## src/rtl/ahb_bfm_pkg.sv

```systemverilog
// Shared AHB-Lite encodings, controller states and response payload for the
// ahb_cmd_master command-to-AHB bridge.
package ahb_bfm_pkg;

  localparam logic [1:0] HTRANS_IDLE   = 2'b00;
  localparam logic [1:0] HTRANS_NONSEQ = 2'b10;

  localparam logic [2:0] HSIZE_BYTE    = 3'b000;
  localparam logic [2:0] HSIZE_HALF    = 3'b001;
  localparam logic [2:0] HSIZE_WORD    = 3'b010;

  localparam logic [2:0] HBURST_SINGLE = 3'b000;
  localparam logic [3:0] HPROT_DEFAULT = 4'b0011;

  typedef enum logic [1:0] {
    IDLE = 2'd0,
    ADDR = 2'd1,
    DATA = 2'd2
  } ahb_state_e;

  // Response payload returned on the rsp port.
  typedef struct packed {
    logic        err;
    logic        timeout;
    logic [31:0] rdata;
  } ahb_rsp_t;

  // A command is legal when its size is byte/half/word and the address is
  // naturally aligned to that size.
  function automatic logic cmd_legal(input logic [2:0] size, input logic [1:0] addr_lo);
    logic ok;
    ok = 1'b0;
    case (size)
      HSIZE_BYTE: ok = 1'b1;
      HSIZE_HALF: ok = ~addr_lo[0];
      HSIZE_WORD: ok = (addr_lo == 2'b00);
      default:    ok = 1'b0;
    endcase
    return ok;
  endfunction

endpackage

```

## src/rtl/ahb_cmd_master.sv

```systemverilog
// ahb_cmd_master: turns a valid/ready command stream into single NONSEQ
// AHB-Lite transfers and returns one response per command.
// Optional build macro AHB_MASTER_TIMEOUT_EN adds an HREADY-low abort counter.
module ahb_cmd_master
  import ahb_bfm_pkg::*;
#(
  parameter int unsigned AWIDTH  = 10,
  parameter int unsigned TIMEOUT = 256
) (
  input  logic              HCLK,
  input  logic              HRESET,
  input  logic              cmd_valid,
  output logic              cmd_ready,
  input  logic              cmd_write,
  input  logic [AWIDTH-1:0] cmd_addr,
  input  logic [2:0]        cmd_size,
  input  logic [31:0]       cmd_wdata,
  output logic              rsp_valid,
  input  logic              rsp_ready,
  output logic [31:0]       rsp_rdata,
  output logic              rsp_err,
  output logic              rsp_timeout,
  output logic [AWIDTH-1:0] HADDR,
  output logic [1:0]        HTRANS,
  output logic              HWRITE,
  output logic [2:0]        HSIZE,
  output logic [2:0]        HBURST,
  output logic              HMASTLOCK,
  output logic [3:0]        HPROT,
  output logic [31:0]       HWDATA,
  input  logic [31:0]       HRDATA,
  input  logic              HREADY,
  input  logic              HRESP,
  output logic              busy
);

  // Reject configurations the timeout counter cannot represent.
  if (TIMEOUT < 2 || TIMEOUT > 65535) begin : g_bad_timeout
    $error("ahb_cmd_master: TIMEOUT must be in 2..65535");
  end

  ahb_state_e        state_q;
  logic [AWIDTH-1:0] haddr_q;
  logic [1:0]        htrans_q;
  logic              hwrite_q;
  logic [2:0]        hsize_q;
  logic [31:0]       hwdata_q;
  logic [31:0]       wdata_q;
  logic              rsp_valid_q;
  ahb_rsp_t          rsp_q;
  logic              to_hit;

`ifdef AHB_MASTER_TIMEOUT_EN
  localparam logic [15:0] ToLast = 16'(TIMEOUT - 1);
  logic [15:0] to_cnt_q;

  // Count HREADY-low cycles; cleared in IDLE and on every phase entry.
  always_ff @(posedge HCLK) begin
    if (HRESET || state_q == IDLE || HREADY) begin
      to_cnt_q <= 16'd0;
    end else begin
      to_cnt_q <= to_cnt_q + 16'd1;
    end
  end

  assign to_hit = (state_q != IDLE) && !HREADY && (to_cnt_q == ToLast);
`else
  assign to_hit = 1'b0;
`endif

  assign cmd_ready = (state_q == IDLE) && !rsp_valid_q && !HRESET;
  assign busy      = (state_q != IDLE) || rsp_valid_q;

  // Transfer sequencer: command accept, address phase, data phase, response.
  always_ff @(posedge HCLK) begin
    if (HRESET) begin
      state_q     <= IDLE;
      haddr_q     <= '0;
      htrans_q    <= HTRANS_IDLE;
      hwrite_q    <= 1'b0;
      hsize_q     <= 3'd0;
      hwdata_q    <= 32'd0;
      wdata_q     <= 32'd0;
      rsp_valid_q <= 1'b0;
      rsp_q       <= '0;
    end else begin
      if (rsp_valid_q && rsp_ready) begin
        rsp_valid_q <= 1'b0;
      end
      case (state_q)
        IDLE: begin
          if (cmd_valid && cmd_ready) begin
            if (cmd_legal(cmd_size, cmd_addr[1:0])) begin
              haddr_q  <= cmd_addr;
              hwrite_q <= cmd_write;
              hsize_q  <= cmd_size;
              wdata_q  <= cmd_wdata;
              htrans_q <= HTRANS_NONSEQ;
              state_q  <= ADDR;
            end else begin
              rsp_valid_q <= 1'b1;
              rsp_q       <= '{err: 1'b1, timeout: 1'b0, rdata: 32'd0};
            end
          end
        end
        ADDR: begin
          if (HREADY) begin
            htrans_q <= HTRANS_IDLE;
            hwdata_q <= hwrite_q ? wdata_q : 32'd0;
            state_q  <= DATA;
          end else if (to_hit) begin
            htrans_q    <= HTRANS_IDLE;
            hwdata_q    <= 32'd0;
            rsp_valid_q <= 1'b1;
            rsp_q       <= '{err: 1'b1, timeout: 1'b1, rdata: 32'd0};
            state_q     <= IDLE;
          end
        end
        DATA: begin
          if (HREADY) begin
            hwdata_q    <= 32'd0;
            rsp_valid_q <= 1'b1;
            rsp_q       <= '{err: HRESP, timeout: 1'b0,
                             rdata: (!hwrite_q && !HRESP) ? HRDATA : 32'd0};
            state_q     <= IDLE;
          end else if (to_hit) begin
            htrans_q    <= HTRANS_IDLE;
            hwdata_q    <= 32'd0;
            rsp_valid_q <= 1'b1;
            rsp_q       <= '{err: 1'b1, timeout: 1'b1, rdata: 32'd0};
            state_q     <= IDLE;
          end
        end
        default: state_q <= IDLE;
      endcase
    end
  end

  assign HADDR       = haddr_q;
  assign HTRANS      = htrans_q;
  assign HWRITE      = hwrite_q;
  assign HSIZE       = hsize_q;
  assign HWDATA      = hwdata_q;
  assign HBURST      = HBURST_SINGLE;
  assign HMASTLOCK   = 1'b0;
  assign HPROT       = HPROT_DEFAULT;
  assign rsp_valid   = rsp_valid_q;
  assign rsp_rdata   = rsp_q.rdata;
  assign rsp_err     = rsp_q.err;
  assign rsp_timeout = rsp_q.timeout;

endmodule

```

## config.mk

```make
export PLATFORM = sky130hd
export DESIGN_NAME = ahb_cmd_master
export DESIGN_NICKNAME = d
export VERILOG_FILES = /design/src/rtl/ahb_bfm_pkg.sv /design/src/rtl/ahb_cmd_master.sv
export SDC_FILE = /design/constraint.sdc
export NUM_CORES = 1
export LEC_CHECK = 0
export CORE_MARGIN = 4
export CORE_UTILIZATION = 30
export CTS_BUF_LIST = sky130_fd_sc_hd__clkbuf_16
export DETAILED_ROUTE_END_ITERATION = 8
export HOLD_SLACK_MARGIN = 0.05
export PLACE_DENSITY = 0.58
export SLEW_MARGIN = 20
export SYNTH_ARGS = -nofsm -noshare
export SYNTH_HDL_FRONTEND = slang
export SYNTH_SLANG_ARGS = --single-unit
```

## constraint.sdc

```tcl
create_clock -name HCLK -period 2.6 [get_ports HCLK]
set_clock_uncertainty 0.05 [all_clocks]
set_input_delay 0.78 -clock HCLK [delete_from_list [all_inputs] [get_ports HCLK]]
set_output_delay 0.78 -clock HCLK [all_outputs]
set_load 0.005 [all_outputs]
```

# After elaboration in Yosys (flattened, before gate mapping)
# Index checks and enable logic that the tools add are counted.
# word_totals
reg_bits	117
in_bits	84
out_inout_bits	93
word_cells	69
# classes
eq_ne	9
muxes	26
n_bitwise	1
reduce_logical	22
# ops
cell	n
$mux W32	4
$mux W34	3
$pmux W34 S2	1
$pmux W32 S2	1
$mux W2	6
$reduce_and A4 Y1	3
$reduce_bool A2 Y1	4
$mux W1	7
$ne A2 B2 Y1 const B	3
$pmux W2 S3	1
$reduce_and A3 Y1	2
$logic_and A1 B1 Y1	5
$logic_not A1 Y1	4
$logic_not A2 Y1	2
$ne A2 B1 Y1 const B	2
$pmux W2 S2	1
$eq A3 B1 Y1 const B	1
$eq A3 B2 Y1 const B	1
$logic_not A3 Y1	1
$pmux W1 S3	1
$eq A2 B1 Y1 const B	1
$eq A2 B2 Y1 const B	1
$pmux W1 S2	1
$logic_or A1 B1 Y1	1
$not A1 Y1	1

# Logic depth before layout (Yosys ltp)
# Gate-level depths: netlist of the first run.
# logic_depth
word_depth	10
mapped_depth	7
mapped_depth_nobuf	4

# Worst setup path before layout of the first run
# No wires, ideal clock.
# synth_timing
path_type	in2reg
from	input port HRESET
to	register rsp_q, in the netlist rsp_rdata[10]
setup_ns	0.120
arrival_ns	1.993
required_ns	2.430
slack_ns	0.437
stages	6
n_path_buf	2
cell_sequence	clkbuf_1 or4b_1 a21oi_2 o21ai_2 buf_6 mux2i_1
# synth_between
elab_chain_len	5
# synth_rtl
element	line_no	text
from (decl)	ahb_cmd_master.sv:11	input logic HRESET,
$logic_not A1 Y1	ahb_cmd_master.sv:71	assign cmd_ready = (state_q == IDLE) && !rsp_valid_q && !HRESET;
$logic_and A1 B1 Y1	ahb_cmd_master.sv:71	
$logic_and A1 B1 Y1	ahb_cmd_master.sv:92	if (cmd_valid && cmd_ready) begin
$ne A2 B1 Y1 (no source line)	-	
$reduce_and A4 Y1 (no source line)	-	
to (signal assigned)	ahb_cmd_master.sv:102	rsp_q <= '{err: 1'b1, timeout: 1'b0, rdata: 32'd0};
to (signal assigned)	ahb_cmd_master.sv:115	rsp_q <= '{err: 1'b1, timeout: 1'b1, rdata: 32'd0};
to (signal assigned)	ahb_cmd_master.sv:123	rsp_q <= '{err: HRESP, timeout: 1'b0,
to (decl)	ahb_cmd_master.sv:50	ahb_rsp_t rsp_q;
# Parallel ways exist; a longest one is shown, timed or not.
# A chain may end at the register's enable or synchronous reset.

# Worst setup path in the final report of the first run
# layout_timing
from	register state_q[1]
to	output port busy
# layout_between
elab_chain_len	2
# layout_rtl
element	line_no	text
from (decl)	ahb_cmd_master.sv:42	ahb_state_e state_q;
from (signal assigned)	ahb_cmd_master.sv:77	state_q <= IDLE;
from (signal assigned)	ahb_cmd_master.sv:99	state_q <= ADDR;
from (signal assigned)	ahb_cmd_master.sv:110	state_q <= DATA;
$reduce_bool A2 Y1	ahb_cmd_master.sv:72	assign busy = (state_q != IDLE) || rsp_valid_q;
$logic_or A1 B1 Y1	ahb_cmd_master.sv:72	
to (decl)	ahb_cmd_master.sv:34	output logic busy
# No other way between the ends.

==> flow_summary.json, run 1 <==
{
  "kind_of_launch_point_of_the_worst_setup_path": "flip-flop",
  "synth.avg_cell_area_um2": 8.46,
  "final_common_cell": "sky130_fd_sc_hd__clkdlybuf4s50_1",
  "yosys_warnings": 0,
  "groute.usage.overall_pct": 15.2,
  "drv.max_cap_violation_count": 0,
  "count_of_flip_flops_with_a_built_in_enable_after_synthesis": 0,
  "async_flop_share_pct": 0,
  "cellLeakagePower_nw": 2.52,
  "worst_hold_path_type": "reg2reg",
  "clk-insertion-delay-late_ns": 0.41,
  "io_buffers": 166,
  "top_level_ports": 177,
  "power.internal_w": 0.00356,
  "grt_pass1_wl_um": 20200,
  "final_weighted_congestion_in_routability_driven_placement": 0.739,
  "totalWireLength_um": 12800,
  "path_cells": "or3_1 > clkdlybuf4s50_1",
  "cp_max_fo": 8,
  "timing_hold_violations_final": 0,
  "grt_setup_unrepaired": "false",
  "n_fill_cell": 1413,
  "ff2ff_setup_slack_ns": 0.84,
  "syn_to_final_growth_pct": 55.6,
  "power.net_switching_w": 0.000950,
  "grt.overflow.total": 0,
  "synth_ff_type": "sky130_fd_sc_hd__dfxtp_1",
  "yosysTopAreaCell": "sky130_fd_sc_hd__dfxtp_1",
  "layout-drive-gt1-share_pct": 7.59,
  "tightestPinTransition_ns": 0.755,
  "die_area_mm2": 0.0169,
  "antenna_cells_inserted": 0,
  "die_x_um": 130,
  "route.detailed.drc": 0,
  "synth_cells": 526,
  "totalPowerFinal_w": 0.00451,
  "flop_pwr_share_pct": 39.8,
  "wire_length_per_cell_um": 14.5,
  "vias": 4059,
  "critPathMaxStageDelay_ns": 0.47,
  "dp_hpwl_um": 8830,
  "number_of_antenna_violations_at_the_first_check_in_global_routing": 0,
  "detailedRoute.firstPassIterationCount": 4,
  "finalNetCount": 769,
  "synth_seq_cells": 115,
  "slew_headroom_pct": 49.7,
  "cts_tree": "yes",
  "synth.cell_area_mm2": 0.00445,
  "worstSetupPathType": "reg2out",
  "core_region_area_mm2": 0.0145,
  "initialDrtViolationCount": 214,
  "cts.path.max_buffers": 2,
  "power_frac_comb_pct": 6.9,
  "yosys.area.top_type_share_pct": 51.7,
  "clock_power_share_pct": 53.4,
  "worst_ep_arrival_time_ns": 1.68,
  "setup_viol_count_final": 0,
  "ys_top_cells_by_area": "sky130_fd_sc_hd__dfxtp_1 (52%), sky130_fd_sc_hd__nand2_1 (13%), sky130_fd_sc_hd__a21oi_1 (9.1%), sky130_fd_sc_hd__mux2i_1 (7.2%), sky130_fd_sc_hd__nand2b_1 (4.9%)",
  "postLayoutCoreUtil_pct": 47.6,
  "floorplan.rows": 44,
  "worst_hold_slack_ns": 0.401,
  "final_period_minus_worst_setup_slack_ns": 2.51,
  "clockRootBuffer": "sky130_fd_sc_hd__clkbuf_16",
  "endpoint_kind": "output port",
  "final_instance_area_mm2": 0.00693,
  "grt_pass1_vias": 4076,
  "clkSinkCount": 115,
  "smallest_setup_slack_after_layout_ns": 0.0945,
  "commonest_cells_after_routing_fill_and_taps_aside": "sky130_fd_sc_hd__clkdlybuf4s50_1 (164), sky130_fd_sc_hd__nand2_1 (156), sky130_fd_sc_hd__dfxtp_1 (115)",
  "total_placed_instance_area_mm2": 0.00631,
  "critical_path_required_ns": 1.77,
  "final_max_slew_viol_count": 0,
  "synthDistinctLibCells": 28,
  "power_switching_share_pct": 21.1,
  "pwr_cell_area_mw_per_mm2": 651,
  "run_status": "finished, final reports clean",
  "achievable-frequency_mhz": 399,
  "vdd.ir_drop.worst_mv": 0.392,
  "htree_levels": 4,
  "cts.reportedPaths.clkPinSlew_ns": 0.05,
  "place_worst_setup_slack_ns": -0.0201,
  "detail_route.vias_per_cell": 4.60,
  "grt_max_degree": 72,
  "cts-buffers-inserted": 17,
  "register_area_share_after_synthesis_pct": 51.7,
  "final_min_period_over_clock_period_pct": 96.4,
  "post_cts.repair.setup_buffers": 0,
  "detail-route-antenna-nets": 0,
  "floorplan.initialDensity_pct": 30.6,
  "critPathSlowestCell": "sky130_fd_sc_hd__clkdlybuf4s50_1",
  "die_ht_um": 130
}
## per-layer routing
metal	track usage (%)	up-vias	part of all wire, %
li1	-	2025	-
met1	18.3	1895	43
met2	24.9	122	49
met3	5.53	17	7.3
met4	5.93	0	1.4
met5	0	-	0
## final timing paths
| path | from | cells after the start | to |
|---|---|---|---|
| hold / removal | HADDR[8] | 2 | HADDR[8] |
| setup / recovery | state_q[1] | 2 | busy |
| hold reg to reg | HADDR[8] | 2 | HADDR[8] |
| setup reg to reg | state_q[1] | 5 | rsp_rdata[18] |
## layout make-up
type	instances	area [µm²]	share of cell area (%)
Clock buffer	17	425	6.14
Clock inverter	15	189	2.73
Inverter	2	7.51	0.108
Multi-Input combinational cell	367	1920	27.7
Sequential cell	115	2300	33.2
Tap cell	184	230	3.32
Timing Repair Buffer	182	1850	26.8
## logic make-up after synthesis
| kind of cell | count (synthesis) | synth area share [%] |
|---|---|---|
| AOI/OAI and AO/OA | 88 | 10.6 |
| xor gates and xnor gates | 1 | 0.197 |
| buffers and inverters | 52 | 6.52 |
| DFF | 115 | 51.7 |
| other | 2 | 0.169 |
| muxes | 32 | 7.20 |
| and+or+nand+nor | 236 | 23.6 |
## stage by stage
stage / cells / TNS, ns
after global routing: 882 / 0
final: 882 / 0
after detailed placement: 850 / -0.0338
after floorplan: 534 / 0
after CTS: 882 / 0
after global placement: 850 / 0
## sequential cells by signal (all words and copies together) (netlist names)
signal	flops
HADDR	10
HSIZE	3
HTRANS	1
HWDATA	32
HWRITE	1
rsp_err	1
rsp_rdata	32
rsp_valid	1
state_q	2
wdata_q	32
## cells in the mapped netlist, drive strengths merged, types with 4 or more instances
master and n:
nor2 4, buf 19, a21oi 82, nand3 32, clkbuf 31, mux2i 32
dfxtp 115, nand2 156, nand2b 35
## power by group through the flow
| stage | Clock [W] | Sequential, W | Combinational, W |
|---|---|---|---|
| final | 0.00241 | 0.00179 | 0.000309 |
| after global routing | 0.00255 | 0.00179 | 0.000333 |
| after CTS | 0.00248 | 0.00179 | 0.000314 |
| after detailed placement | 0 | 0.00183 | 0.000313 |
| after global placement | 0 | 0.00183 | 0.000311 |
| after floorplan | 0 | 0.00183 | 0.000128 |
## worst max-delay path, delay by kind of cell (launching register included)
family | cells | cell delay, ns
AND/OR/NAND/NOR | 1 | 0.40
buffers and inverters | 1 | 0.47
flip-flops | 1 | 0.40
## what timing repair did
action                     CTS  global route
setup endpoints to repair    1             0
hold buffers                 0             0
gates resized for setup      1             0
Power figures use the tool's default switching activity.
==> inputs of run 2 (changes only) <==
CAP_MARGIN = 30   (was not set)
==> results of run 2 <==
Final layout, timing and power as in run 1 (identical DEF).
